### src/rtl/sifh_peak_reader_if.sv
// Peak-result stream between the SiFH peak reader and the TOF back end.
//   peak_valid  result valid (driven by master)
//   peak_ready  result accepted when valid & ready (driven by slave)
//   peak_pixel  pixel index of result
//   peak_bin    bin index holding the maximum count
//   peak_count  maximum count value
interface sifh_peak_reader_if #(
    parameter int unsigned PIX_W = 2,
    parameter int unsigned NB_W  = 4,
    parameter int unsigned CNT_W = 8
);
    logic             peak_valid;
    logic             peak_ready;
    logic [PIX_W-1:0] peak_pixel;
    logic [NB_W-1:0]  peak_bin;
    logic [CNT_W-1:0] peak_count;

    modport master (
        output peak_valid,
        output peak_pixel,
        output peak_bin,
        output peak_count,
        input  peak_ready
    );

    modport slave (
        input  peak_valid,
        input  peak_pixel,
        input  peak_bin,
        input  peak_count,
        output peak_ready
    );
endinterface

### src/rtl/sifh_peak_reader.sv
// SiFH histogram peak reader.
// After accumulation, scans the histogram RAM one pixel at a time on port B,
// finds the peak bin of each pixel (ties go to the lowest bin) and streams
// {pixel, bin, count} over the pk interface. With CLEAR_EN=1 every word is
// zeroed on port A one cycle after it was read.
// Ports:
//   clk, res      clock, synchronous active-low reset
//   start         1-cycle pulse, begins a scan when idle
//   busy          high while a scan is in progress
//   raddr/rEnable RAM port B address / read enable
//   counts        RAM port B data, one cycle after the read
//   waddr/wEnable RAM port A address / write enable
//   newCounts     RAM port A data, always zero
//   done          1-cycle pulse after the last result is accepted
//   pk            peak result stream (master side)
module sifh_peak_reader #(
    parameter int unsigned NB_W     = 4,
    parameter int unsigned PIX_W    = 2,
    parameter int unsigned CNT_W    = 8,
    parameter int unsigned ADDR_W   = NB_W + PIX_W,
    parameter int unsigned CLEAR_EN = 1
) (
    input  logic                 clk,
    input  logic                 res,
    input  logic                 start,
    output logic                 busy,
    output logic [ADDR_W-1:0]    raddr,
    output logic                 rEnable,
    input  logic [CNT_W-1:0]     counts,
    output logic [ADDR_W-1:0]    waddr,
    output logic                 wEnable,
    output logic [CNT_W-1:0]     newCounts,
    output logic                 done,
    sifh_peak_reader_if.master   pk
);

    typedef enum logic [2:0] {
        IDLE,
        READ,
        DRAIN,
        EMIT,
        DONE
    } state_t;

    state_t             state_q, state_n;

    logic [NB_W-1:0]    bin_q;
    logic [PIX_W-1:0]   pix_q;
    logic               rd_q;
    logic               cmp_vld_q;
    logic [NB_W-1:0]    cmp_bin_q;
    logic [CNT_W-1:0]   max_cnt_q;
    logic [NB_W-1:0]    max_bin_q;
    logic               wen_q;
    logic [ADDR_W-1:0]  waddr_q;
    logic               valid_q;
    logic [PIX_W-1:0]   peak_pix_q;
    logic [NB_W-1:0]    peak_bin_q;
    logic [CNT_W-1:0]   peak_cnt_q;
    logic               busy_q;
    logic               done_q;

    logic               take;
    logic [CNT_W-1:0]   nxt_cnt;
    logic [NB_W-1:0]    nxt_bin;
    logic               accept;

    always_comb begin
        state_n = state_q;
        take    = 1'b0;
        nxt_cnt = max_cnt_q;
        nxt_bin = max_bin_q;
        accept  = 1'b0;

        // Bin 0 loads unconditionally; later bins only on a strict increase,
        // so ties keep the lowest bin index.
        if (cmp_vld_q && ((cmp_bin_q == '0) || (counts > max_cnt_q))) begin
            take    = 1'b1;
            nxt_cnt = counts;
            nxt_bin = cmp_bin_q;
        end

        case (state_q)
            IDLE: begin
                if (start) state_n = READ;
            end
            READ: begin
                if (bin_q == '1) state_n = DRAIN;
            end
            DRAIN: begin
                state_n = EMIT;
            end
            EMIT: begin
                if (pk.peak_ready) begin
                    accept  = 1'b1;
                    state_n = (pix_q == '1) ? DONE : READ;
                end
            end
            DONE: begin
                state_n = IDLE;
            end
            default: begin
                state_n = IDLE;
            end
        endcase
    end

    always_ff @(posedge clk) begin
        if (!res) begin
            state_q    <= IDLE;
            bin_q      <= '0;
            pix_q      <= '0;
            rd_q       <= 1'b0;
            cmp_vld_q  <= 1'b0;
            cmp_bin_q  <= '0;
            max_cnt_q  <= '0;
            max_bin_q  <= '0;
            wen_q      <= 1'b0;
            waddr_q    <= '0;
            valid_q    <= 1'b0;
            peak_pix_q <= '0;
            peak_bin_q <= '0;
            peak_cnt_q <= '0;
            busy_q     <= 1'b0;
            done_q     <= 1'b0;
        end else begin
            state_q <= state_n;

            // bin_q wraps to 0 on the last read, ready for the next pixel.
            if (state_q == READ) bin_q <= bin_q + NB_W'(1);
            if (accept)          pix_q <= pix_q + PIX_W'(1);

            rd_q      <= (state_n == READ);
            cmp_vld_q <= rd_q;
            cmp_bin_q <= bin_q;

            if (take) begin
                max_cnt_q <= nxt_cnt;
                max_bin_q <= nxt_bin;
            end

            // Clear the word compared this cycle, i.e. the one read last cycle.
            wen_q   <= (CLEAR_EN != 0) && rd_q;
            waddr_q <= raddr;

            // DRAIN resolves the final bin; capture the resolved maximum.
            if (state_q == DRAIN) begin
                peak_pix_q <= pix_q;
                peak_bin_q <= nxt_bin;
                peak_cnt_q <= nxt_cnt;
            end

            valid_q <= (state_n == EMIT);
            busy_q  <= (state_n != IDLE);
            done_q  <= (state_n == DONE);
        end
    end

    assign raddr         = ADDR_W'({pix_q, bin_q});
    assign rEnable       = rd_q;
    assign waddr         = waddr_q;
    assign wEnable       = wen_q;
    assign newCounts     = '0;
    assign busy          = busy_q;
    assign done          = done_q;
    assign pk.peak_valid = valid_q;
    assign pk.peak_pixel = peak_pix_q;
    assign pk.peak_bin   = peak_bin_q;
    assign pk.peak_count = peak_cnt_q;

endmodule

### src/flat_wrapper.sv
// flat-port wrapper written by rule: the top's interface ports become plain ports
module sifh_peak_reader_flat 
#(
    parameter int unsigned NB_W     = 4,
    parameter int unsigned PIX_W    = 2,
    parameter int unsigned CNT_W    = 8,
    parameter int unsigned ADDR_W   = NB_W + PIX_W,
    parameter int unsigned CLEAR_EN = 1
)
  (clk, res, start, busy, raddr, rEnable, counts, waddr, wEnable, newCounts, done, pk_peak_valid, pk_peak_pixel, pk_peak_bin, pk_peak_count, pk_peak_ready);
  sifh_peak_reader_if #(.PIX_W(PIX_W), .NB_W(NB_W), .CNT_W(CNT_W)) pk_i ();
  input  logic clk;
  input  logic res;
  input  logic start;
  output logic busy;
  output logic [ADDR_W-1:0] raddr;
  output logic rEnable;
  input  logic [CNT_W-1:0] counts;
  output logic [ADDR_W-1:0] waddr;
  output logic wEnable;
  output logic [CNT_W-1:0] newCounts;
  output logic done;
  output wire logic [$bits(pk_i.peak_valid)-1:0] pk_peak_valid;
  output wire logic [$bits(pk_i.peak_pixel)-1:0] pk_peak_pixel;
  output wire logic [$bits(pk_i.peak_bin)-1:0] pk_peak_bin;
  output wire logic [$bits(pk_i.peak_count)-1:0] pk_peak_count;
  input wire logic [$bits(pk_i.peak_ready)-1:0] pk_peak_ready;
  assign pk_peak_valid = pk_i.peak_valid;
  assign pk_peak_pixel = pk_i.peak_pixel;
  assign pk_peak_bin = pk_i.peak_bin;
  assign pk_peak_count = pk_i.peak_count;
  assign pk_i.peak_ready = pk_peak_ready;
  sifh_peak_reader #(.NB_W(NB_W), .PIX_W(PIX_W), .CNT_W(CNT_W), .ADDR_W(ADDR_W), .CLEAR_EN(CLEAR_EN)) u_core (.clk(clk), .res(res), .start(start), .busy(busy), .raddr(raddr), .rEnable(rEnable), .counts(counts), .waddr(waddr), .wEnable(wEnable), .newCounts(newCounts), .done(done), .pk(pk_i));
endmodule
### config.mk
export PLATFORM = sky130hd
export DESIGN_NAME = sifh_peak_reader_flat
export DESIGN_NICKNAME = d
export VERILOG_FILES = /design/src/rtl/sifh_peak_reader_if.sv /design/src/rtl/sifh_peak_reader.sv /design/src/flat_wrapper.sv
export SDC_FILE = /design/constraint.sdc
export NUM_CORES = 1
export LEC_CHECK = 0
export BUFFER_PORTS_ARGS = -buffer_cell sky130_fd_sc_hd__buf_2
export CAP_MARGIN = 20
export CELL_PAD_IN_SITES_DETAIL_PLACEMENT = 2
export CELL_PAD_IN_SITES_GLOBAL_PLACEMENT = 2
export CORE_ASPECT_RATIO = 2
export CORE_MARGIN = 4
export CORE_UTILIZATION = 30
export DETAILED_ROUTE_END_ITERATION = 10
export GPL_ROUTABILITY_DRIVEN = 0
export HOLD_SLACK_MARGIN = 0.03
export PLACE_DENSITY_LB_ADDON = 0.1
export SLEW_MARGIN = 40
export SYNTH_ARGS = -nofsm -noshare
export SYNTH_HDL_FRONTEND = slang
export SYNTH_SLANG_ARGS = --single-unit
### constraint.sdc
create_clock -name clk -period 4.12 [get_ports clk]
set_input_delay 0.206 -clock clk [delete_from_list [all_inputs] [get_ports clk]]
set_output_delay 0.206 -clock clk [all_outputs]
set_load 0.01 [all_outputs]
==> results.cfg <==
[detailed_routing]
first_iter_violations = 35
drcViolationCount = 0
viasPerCell = 4.65
routed_wl_um = 4880
vias = 1460
wire_per_inst_um = 15.5
dr.pass1.iters = 4
antenna_left = 0

[clocking]
clockBufferDepth = 2
ctsResizeCount = 0
htreeDepth = 2
holdBufCountCts = 0
post_cts_buffers = 0
cts_tree = yes
path_clk_slew_ns = 0.06
numClockSinks = 46
clock_latency_ns = 0.29
root_buffer = clkbuf_16
cts_buffers = 5

[global_route]
grt_pass1_vias = 1680
antenna_found_initial = 0
track_usage_pct = 13.9
grt_pass1_wl_um = 8140
grt_overflow = 0
grt_start_max_net_pins = 44

[yosys]
syn-cell-area_um2 = 1880
yosys.area_share.simple_pct = 16.5
yosysSeqAreaShare_pct = 48.9
synth_top_area_cell = dfxtp_1
synthMuxAreaShare_pct = 8.50
synthTopCellsByArea = dfxtp_1 49%, mux2i_1 8.5%, ha_1 6.6%
syn_area_per_cell_um2 = 9.97
ys_types = 31
synth_compound_area_share_pct = 10.6
synth_cells = 189
synth_adder_area_share_pct = 6.64
synth_top_family_by_area = simple AND/OR/NAND/NOR gates
ys_ff_latch = 46
synth_warnings = 0
yosys.area.top_type_share_pct = 48.9
synth-xor-area-share_pct = 1.86

[critical_path]
slowest_delay_ns = 0.47
crit_buf_inv = 1
r2r-end = u_core.pk.peak_count[5]
r2r_start = u_core.max_cnt_q[1]
cp_max_fo = 12
critPathLaunch = u_core.max_cnt_q[1]
worstPathRequired_ns = 4.29
path_delay_family = compound AO/OA/AOI/OAI gates
startpoint_type = flop
cp_cell_sequence = inv_1 > ha_1 > nor2b_1 > o211ai_1 > a21o_1 > a21oi_4 > mux2i_1 > a21oi_1
r2r_cells = 8
end_kind = flop
path_class = flop to flop
critical-path-slowest-cell = a21oi_4
r2r_slack_ns = 2.02
crit_arrival_ns = 2.27

[sta]
finClkSkew_ns = 0.00567
period_share_pct = 51.0
fin_setup_tns_ns = 0
max_clock_freq_mhz = 476
hold_violations = 0
max_slew_margin_pct = 58.6
worst_pin_slew_ns = 0.620
setup_violations = 0
rsz0062_at_grt = false
min_period_ns = 2.10
slew_violations = 0

[final_layout]
n_antenna_cell = 0
drive_above_1_share_pct = 22.2
layout.cells.non_filler = 314
fillerInstances = 680
mostFrequentLayoutCells = 46 x dfxtp_1, 42 x buf_2, 18 x nor2b_1, 16 x a21oi_1, 16 x mux2i_1
final_nets = 252
area_delta_synth_final_pct = 20.7
mostFrequentLayoutCell = dfxtp_1

[pwr]
p_leak_nw = 0.983
p_per_area_nw_per_um2 = 402
vdd_drop_max_v = 0.000237

[floorplanning]
ioPinCount = 51
die_h_um = 120
die_area_um2 = 7690
floorplan.initialDensity_pct = 31.1
rows = 40
core_area_um2 = 6060
die_w_um = 64.0

[flow_run]
maxCapViolCount = 0

[placement]
dpl.hpwl_um = 3760
portBuffers = 42
placed_cells = 307

[min_path]
hold_start = start
whs_endpoint = u_core.busy
hp-class = primary input to flop
min_delay_path_depth = 3

[status]
status = completed
worst min-delay path: stages:
cell and delay [ns]:
buf_2 0.07, nor3_1 0.04, nor3b_1 0.15
cell type report:
cell class              instances  area, µm²  area share [%]
flip-flops and latches         46        921            40.5
inverters                       8       30.0            1.32
clock buffers                   7        133            5.83
multi-input cells             126        868            38.2
well taps                      84        105            4.62
repair buffers                 43        218            9.57
per-layer routing:
| metal | global-route usage, % | part of all wire [%] | vias to the layer above |
|---|---|---|---|
| met2 | 27.6 | 60 | 28 |
| met3 | 3.75 | 4.9 | 6 |
| li1 | - | - | 705 |
| met4 | 6.09 | 2.0 | 0 |
| met5 | 0 | 0 | - |
| met1 | 12.4 | 33 | 721 |
power breakdown:
part	internal, W	switching (W)	leakage, nW
registers	0.000454	0.00000836	0.373
logic	0.0000299	0.0000405	0.546
clock network	0.000222	0.000158	0.0640
total	0.000706	0.000207	0.983
through the flow:
step | hold WS [ns] | total power [W] | worst slack [ns] | utilization (%) | instance area, µm²
detailed placement | 0.477 | 0.000545 | 1.96 | 35.4 | 2140
global placement | 0.470 | 0.000539 | 1.78 | 35.2 | 2130
global route | 0.264 | 0.000960 | 1.81 | 37.6 | 2270
finish | 0.242 | 0.000913 | 2.02 | 37.6 | 2270
CTS | 0.241 | 0.000932 | 1.95 | 37.6 | 2270
floorplan | 0.342 | 0.000523 | 2.34 | - | 1910
worst max-delay path by stage:
| stage | slack (ns) | cells after the start | to |
|---|---|---|---|
| 5_1_grt | 1.81 | 8 | u_core.pk.peak_count[1] |
| 3_3_place_gp | 1.78 | 8 | u_core.pk.peak_count[1] |
| 4_1_cts | 1.95 | 8 | u_core.pk.peak_count[7] |
| 6_report | 2.02 | 8 | u_core.pk.peak_count[5] |
| 3_5_place_dp | 1.96 | 8 | u_core.pk.peak_count[0] |
| 2_1_floorplan | 2.34 | 9 | u_core.pk.peak_count[7] |
cell usage after synthesis (all sizes together):
cell type,instances
a21oi,17
dfxtp,46
buf,9
o211ai,1
nor3,1
nand4b,1
mux2i,16
and2,13
conb,1
ha,10
xnor2,3
nor4,1
nand2,6
nand3,2
nand2b,1
o21ai,13
nand4,3
inv,8
a31o,1
nor3b,3
nor2,3
xor2,1
a21o,1
clkbuf,7
nor2b,18
a211oi,2
o31ai,1
kinds of logic (layout without fill, tap and decap cells):
group,after synthesis,count (layout)
AND/OR/NAND/NOR,52,52
flip-flops,46,46
AO/OA/AOI/OAI,36,36
buffers and inverters,24,58
multiplexers,16,16
adder cells (fa/ha/maj),10,10
XOR/XNOR,4,4
other,1,8
sequential cells by signal (all words and copies together), names as in the netlist:
| register | flops |
|---|---|
| u_core.max_cnt_q | 8 |
| u_core.pk.peak_count | 8 |
| u_core.waddr | 6 |
| u_core.bin_q | 4 |
| u_core.max_bin_q | 4 |
| u_core.pk.peak_bin | 4 |
| u_core.state_q | 3 |
| u_core.pix_q | 2 |
| u_core.pk.peak_pixel | 2 |
| u_core.busy | 1 |
| u_core.cmp_vld_q | 1 |
| u_core.done | 1 |
| u_core.pk.peak_valid | 1 |
| u_core.rEnable | 1 |
Note: power is estimated with default switching activity, not from simulation.
